**config.mk**
```make
export PLATFORM = sky130hd
export DESIGN_NAME = pipe_skid_reg
export DESIGN_NICKNAME = d
export VERILOG_FILES = /design/src/rtl/pipe_skid_reg.sv
export SDC_FILE = /design/constraint.sdc
export NUM_CORES = 1
export LEC_CHECK = 0
export CORE_UTILIZATION = 44
export CTS_CLUSTER_DIAMETER = 40
export DETAILED_ROUTE_END_ITERATION = 7
export PLACE_DENSITY = 0.76
export SYNTH_ARGS = -nofsm -noshare
export SYNTH_HDL_FRONTEND = slang
export SYNTH_SLANG_ARGS = --single-unit
export TNS_END_PERCENT = 10
```
**constraint.sdc**
```tcl
create_clock -name CLK -period 1.7 [get_ports CLK]
set_clock_uncertainty 0.05 [all_clocks]
set_input_delay 0.255 -clock CLK [delete_from_list [all_inputs] [get_ports CLK]]
set_output_delay 0.255 -clock CLK [all_outputs]
set_load 0.01 [all_outputs]
```
**src/rtl/pipe_skid_reg.sv**
```systemverilog
// Two-entry elastic pipeline register (skid buffer) with valid/ready on both
// sides. REG=1 gives a registered buffer with no combinational path between
// the two handshakes; REG=0 degenerates to a wire-through with CE/RST gating.
module pipe_skid_reg #(
  parameter int WIDTH = 18,
  parameter bit REG   = 1'b1
) (
  input  logic             CLK,
  input  logic             RST,
  input  logic             CE,
  input  logic             FLUSH,
  input  logic             in_valid,
  output logic             in_ready,
  input  logic [WIDTH-1:0] in_data,
  output logic             out_valid,
  input  logic             out_ready,
  output logic [WIDTH-1:0] out_data,
  output logic [1:0]       count
);

  generate
    if (REG) begin : g_reg
      // main_q is always the head of the queue; skid_q only holds the
      // second entry that arrived while the head was stalled.
      logic [WIDTH-1:0] main_q, main_d;
      logic [WIDTH-1:0] skid_q, skid_d;
      logic [1:0]       count_q, count_d;
      logic             push, pop;

      // Handshakes depend only on registered occupancy plus CE/RST.
      always_comb begin
        in_ready  = CE & ~RST & (count_q != 2'd2);
        out_valid = CE & ~RST & (count_q != 2'd0);
        out_data  = RST ? '0 : main_q;
        count     = count_q;
        push      = in_valid & in_ready;
        pop       = out_valid & out_ready;
      end

      // Next-state: RST beats FLUSH beats CE hold beats the normal update.
      always_comb begin
        main_d  = main_q;
        skid_d  = skid_q;
        count_d = count_q;
        if (RST) begin
          main_d  = '0;
          skid_d  = '0;
          count_d = 2'd0;
        end else if (FLUSH) begin
          count_d = 2'd0;
        end else if (CE) begin
          case (count_q)
            2'd0: begin
              if (push) begin
                main_d  = in_data;
                count_d = 2'd1;
              end
            end
            2'd1: begin
              if (push && pop) begin
                main_d = in_data;
              end else if (push) begin
                skid_d  = in_data;
                count_d = 2'd2;
              end else if (pop) begin
                count_d = 2'd0;
              end
            end
            2'd2: begin
              if (pop) begin
                main_d  = skid_q;
                count_d = 2'd1;
              end
            end
            default: count_d = 2'd0;
          endcase
        end
      end

      // State registers; reset is folded into the next-state logic above.
      always_ff @(posedge CLK) begin
        main_q  <= main_d;
        skid_q  <= skid_d;
        count_q <= count_d;
      end
    end else begin : g_bypass
      // Clock and flush have no role in the pass-through variant.
      logic unused_bypass;
      assign unused_bypass = CLK ^ FLUSH;

      // Zero-latency pass-through, gated by CE and held off during reset.
      always_comb begin
        out_valid = in_valid & CE & ~RST;
        in_ready  = out_ready & CE & ~RST;
        out_data  = in_data;
        count     = 2'd0;
      end
    end
  endgenerate

endmodule

```
# == Word level (Yosys, flattened, before mapping) ==
# Index checks and enable logic that the tools add are counted.
# word_totals
regBits,38
input_bits,24
out_inout_bits,22
word_cells,38
# classes
n_eq_ne,8
muxes,11
bitwise_logic,8
n_reduce_logical,8
# ops
operator,count
2-to-1 mux 18 bit,4
one-hot mux 18 bit (3 select lines),1
2-to-1 mux 2 bit,5
!= test 2 bit (second input constant),5
AND reduction 5 bit,2
one-hot mux 2 bit (3 select lines),1
AND reduction 6 bit,1
AND 1 bit,5
!= test 3 bit (second input constant),1
NOT 1 bit,3
nonzero test 3 bit,1
== test 2 x 1 -> 1 bit (second input constant),1
== test 2 bit (second input constant),1
zero test 2 bit,1
nonzero test 2 bit,1
OR reduction 2 bit,1
logical AND 1 bit,1

# == Depth between registers and ports, before layout ==
# logic_depth
word_depth,8
mapped_depth,7
ltp_nobuf,4

# == Worst setup path after synthesis ==
# No wires, ideal clock.
# synth_path
path_type,reg2reg
from,"register g_reg.count_q[0], in the netlist count[0]"
to,register g_reg.main_q[0]
setup_time_ns,0.123
arrival_time_ns,1.667
required_time_ns,1.527
path_slack_ns,-0.140
stages_incl_launch_ff,6
n_path_buf,1
synth_period_minus_slack_ns,1.840
path_cell_list,dfxtp_1 > or4b_1 > a21o_1 > o41ai_4 > buf_6 > mux2_1
# synth_via
elab_chain_cells,6
word_cells_on_any_way,16
cone_classes,6 x eq/ne; 1 x mux; 4 x bitwise; 5 x reduce/logical
# synth_lines
element,line,rtl
"start, declared",27,"logic [1:0] count_q, count_d;"
"start signal, assigned",84,count_q <= count_d;
!= test 2 bit / nonzero test 2 bit (equally long branches),"32, 33",
"AND 1 bit, on equally long branches","32, 33",
"AND 1 bit, on equally long branches","36, 37",
logical AND 1 bit,60,if (push && pop) begin
!= test 2 bit (no source line),--,
AND reduction 6 bit (no source line),--,
"end signal, assigned",82,main_q <= main_d;
"end, declared",25,"logic [WIDTH-1:0] main_q, main_d;"
# Several ways; a longest one is shown, not always the timed one.
# A chain may end at the register's enable or synchronous reset.

# == Worst setup path after layout ==
# layout_path
from,"register g_reg.count_q[0], in the netlist count[0]"
to,register g_reg.main_q[13]
# Same word-level chain as after synthesis.

==> results.json <==
{
  "pre_cts_ws_ns": -0.4906,
  "gr-total-overflow": 0,
  "fin_hold_ws_ns": 0.3443,
  "dp.cells": 313,
  "final_hold_viol_count": 0,
  "synthDistinctLibCells": 25,
  "drv_cap": 0,
  "place_area_um2": 2530,
  "grt_pass1_wl_um": 6437,
  "register_area_um2": 762.0,
  "drv_slew": 0,
  "cpPeakStageDelay_ns": 0.51,
  "post_cts.repair.setup_buffers": 0,
  "final-setup-viol-count": 18,
  "end_kind": "flop",
  "die_h_um": 66.50,
  "fmax_mhz": 560.3,
  "cts.sinks": 38,
  "cp.required_ns": 1.82,
  "violations": "setup timing",
  "netlist_instances": 208,
  "pwr-share-seq_pct": 46.8,
  "post-route-period-util_pct": 105.0,
  "cpMaxStageDelayCell": "or4b_1",
  "antenna_cells": 0,
  "synth_top_area_share_pct": 41.56,
  "startpoint_type": "flop",
  "multi_input_area_um2": 1089,
  "yosys_warnings": 0,
  "gr-usage-all-layers_pct": 19.65,
  "path_cells": "or4b_1 -> a21o_1 -> o41ai_4 -> buf_12 -> mux2_4",
  "core_um2": 4000,
  "synthFlopType": "dfxtp_1",
  "rsz0062_at_grt": "true",
  "drtIter0Drc": 117,
  "path_clk_slew_ns": 0.07,
  "critPathKind": "reg -> reg",
  "yosysSeqAreaShare_pct": 41.56,
  "ys_ff_latch": 38,
  "rows": 23,
  "nNetsFinal": 294,
  "grt_max_degree": 19,
  "numCtsBuffers": 5,
  "synth_area_leader_cell": "dfxtp_1",
  "ys_async_sr_fraction_pct": 0,
  "syn_area_per_cell_um2": 8.801,
  "nFillCells": 329,
  "root_buffer": "clkbuf_8",
  "hold_buffers": 0,
  "p_leak_nw": 1.358,
  "critPathTopFamily": "simple AND/OR/NAND/NOR gates",
  "period_minus_slack_ns": 1.785,
  "instances_no_fill": 320,
  "ant_nets": 0,
  "setup_tns_ns": -1.249,
  "p_clk_share_pct": 40.2,
  "layout-drive-gt1-share_pct": 21.11,
  "switching_share_pct": 21.88,
  "synth.cell_area_um2": 1831,
  "port_buffers": 45,
  "grt_pass1_vias": 1427,
  "synth_nets": 232,
  "ir_drop_mv": 0.5217,
  "htreeDepth": 2,
  "status": "finished, violations left",
  "antenna_found_initial": 0,
  "synth_commonest_cells": "dfxtp_1, nand2_1, nor2_1",
  "r2r_slack_ns": -0.08,
  "timing.slew.headroom_pct": 75.46,
  "hp-class": "in -> reg",
  "firstDrtPassIters": 4,
  "total_power_mw": 1.931,
  "syn_to_final_growth_pct": 47.44,
  "wirelength_um": 4167,
  "p_int_mw": 1.509,
  "via_per_inst": 5.063,
  "switching_power_mw": 0.4226,
  "powerDensity_nw_per_um2": 715.7,
  "setup_slack_ns": -0.08467,
  "cts_max_path_buffers": 2,
  "gp_congestion": 0.7899,
  "crit_path_max_fanout": 12,
  "io_pins": 46,
  "drc": 0,
  "vias": 1620,
  "dieWidth_um": 66.50,
  "tightest_slew_ns": 0.3668,
  "cp.buffers_inverters": 1,
  "cts_tree": "built",
  "pwr-share-comb_pct": 13.0,
  "dieArea_um2": 4422,
  "dp_hpwl_um": 2739,
  "wl_per_cell_um": 13.02,
  "cp.arrival_ns": 1.90,
  "start_util_pct": 45.76,
  "synth.area.top_cells": "dfxtp_1, mux2i_1, nand2_1",
  "synth-edff-count": 0,
  "clkLatencyLatePin_ns": 0.28,
  "post-route-util_pct": 67.47,
  "finalInstanceArea_um2": 2699
}
[flip-flops by register name, indices dropped and copies added, names as in the netlist]
| register | flops |
|---|---|
| g_reg.skid_q | 18 |
| count | 2 |
| g_reg.main_q | 18 |
[cell families after synthesis]
logic type | count (synthesis) | synth area share, %
buffers and inverters | 16 | 4.648
flip-flops | 38 | 41.56
AND/OR/NAND/NOR | 88 | 22.28
AO/OA/AOI/OAI | 29 | 10.12
XOR/XNOR | 1 | 0.4786
multiplexers | 36 | 20.92
[cell type report]
| type | count | area share [%] |
|---|---|---|
| Timing Repair Buffer | 69 | 24.66 |
| Tap cell | 50 | 2.318 |
| Clock buffer | 6 | 3.060 |
| Inverter | 2 | 0.2782 |
| Clock inverter | 1 | 1.113 |
| Sequential cell | 38 | 28.23 |
| Multi-Input combinational cell | 154 | 40.33 |
[worst reg2reg max path, cell delays in order, from the launching register on]
cell	delay (ns)
dfxtp_2	0.32
or4b_1	0.51
a21o_1	0.19
o41ai_4	0.08
buf_12	0.21
mux2_4	0.31
[layer usage]
metal  global-route usage [%]  wire, um  vias up  part of all wire [%]
met3                    4.623       232        6                   5.6
met5                        0         0        -                     0
met1                    25.60      1917      761                    46
met4                    7.979        61        0                   1.5
met2                    30.99      1956       41                    47
li1                         -         -      812                     -
[cells in the final DEF (no fill, tap or decap), drive strengths merged]
cell type       n
o21ai           4
clkdlybuf4s50  22
clkbuf          6
clkdlybuf4s15   1
or4b            1
dlygate4sd2    18
dfxtp          38
nor2b          19
dlymetal6s2s    3
nand2b          5
buf            25
nand2          38
inv             2
a21o            1
a2111oi         2
o211a           1
xor2            1
nor4bb          1
nand3           1
a21oi          19
mux2           18
bufinv          1
or4             1
mux2i          18
a21boi          1
nor2           22
o41ai           1
[power groups by stage]
stage / clock, mW / sequential, mW / combinational (mW)
after global placement: 0 / 0.925 / 0.238
after CTS: 0.783 / 0.904 / 0.244
after global routing: 0.827 / 0.905 / 0.271
after floorplan: 0 / 0.926 / 0.104
final: 0.776 / 0.904 / 0.251
after detailed placement: 0 / 0.925 / 0.241
[timing repair]
| item | 4_1_cts | 5_1_grt |
|---|---|---|
| resized for setup | 31 | 8 |
| pin swaps | 1 | 0 |
| endpoints found under the setup margin | 54 | 35 |
[worst paths after layout]
| check | from | to | cells after the start |
|---|---|---|---|
| worst min-delay path | RST | count[1] | 3 |
| worst max register to register | count[0] | g_reg.main_q[13] | 5 |
| worst max-delay path | count[0] | g_reg.main_q[13] | 5 |
| worst min register to register | g_reg.skid_q[15] | g_reg.skid_q[15] | 2 |
Power figures use the tool's default switching activity.
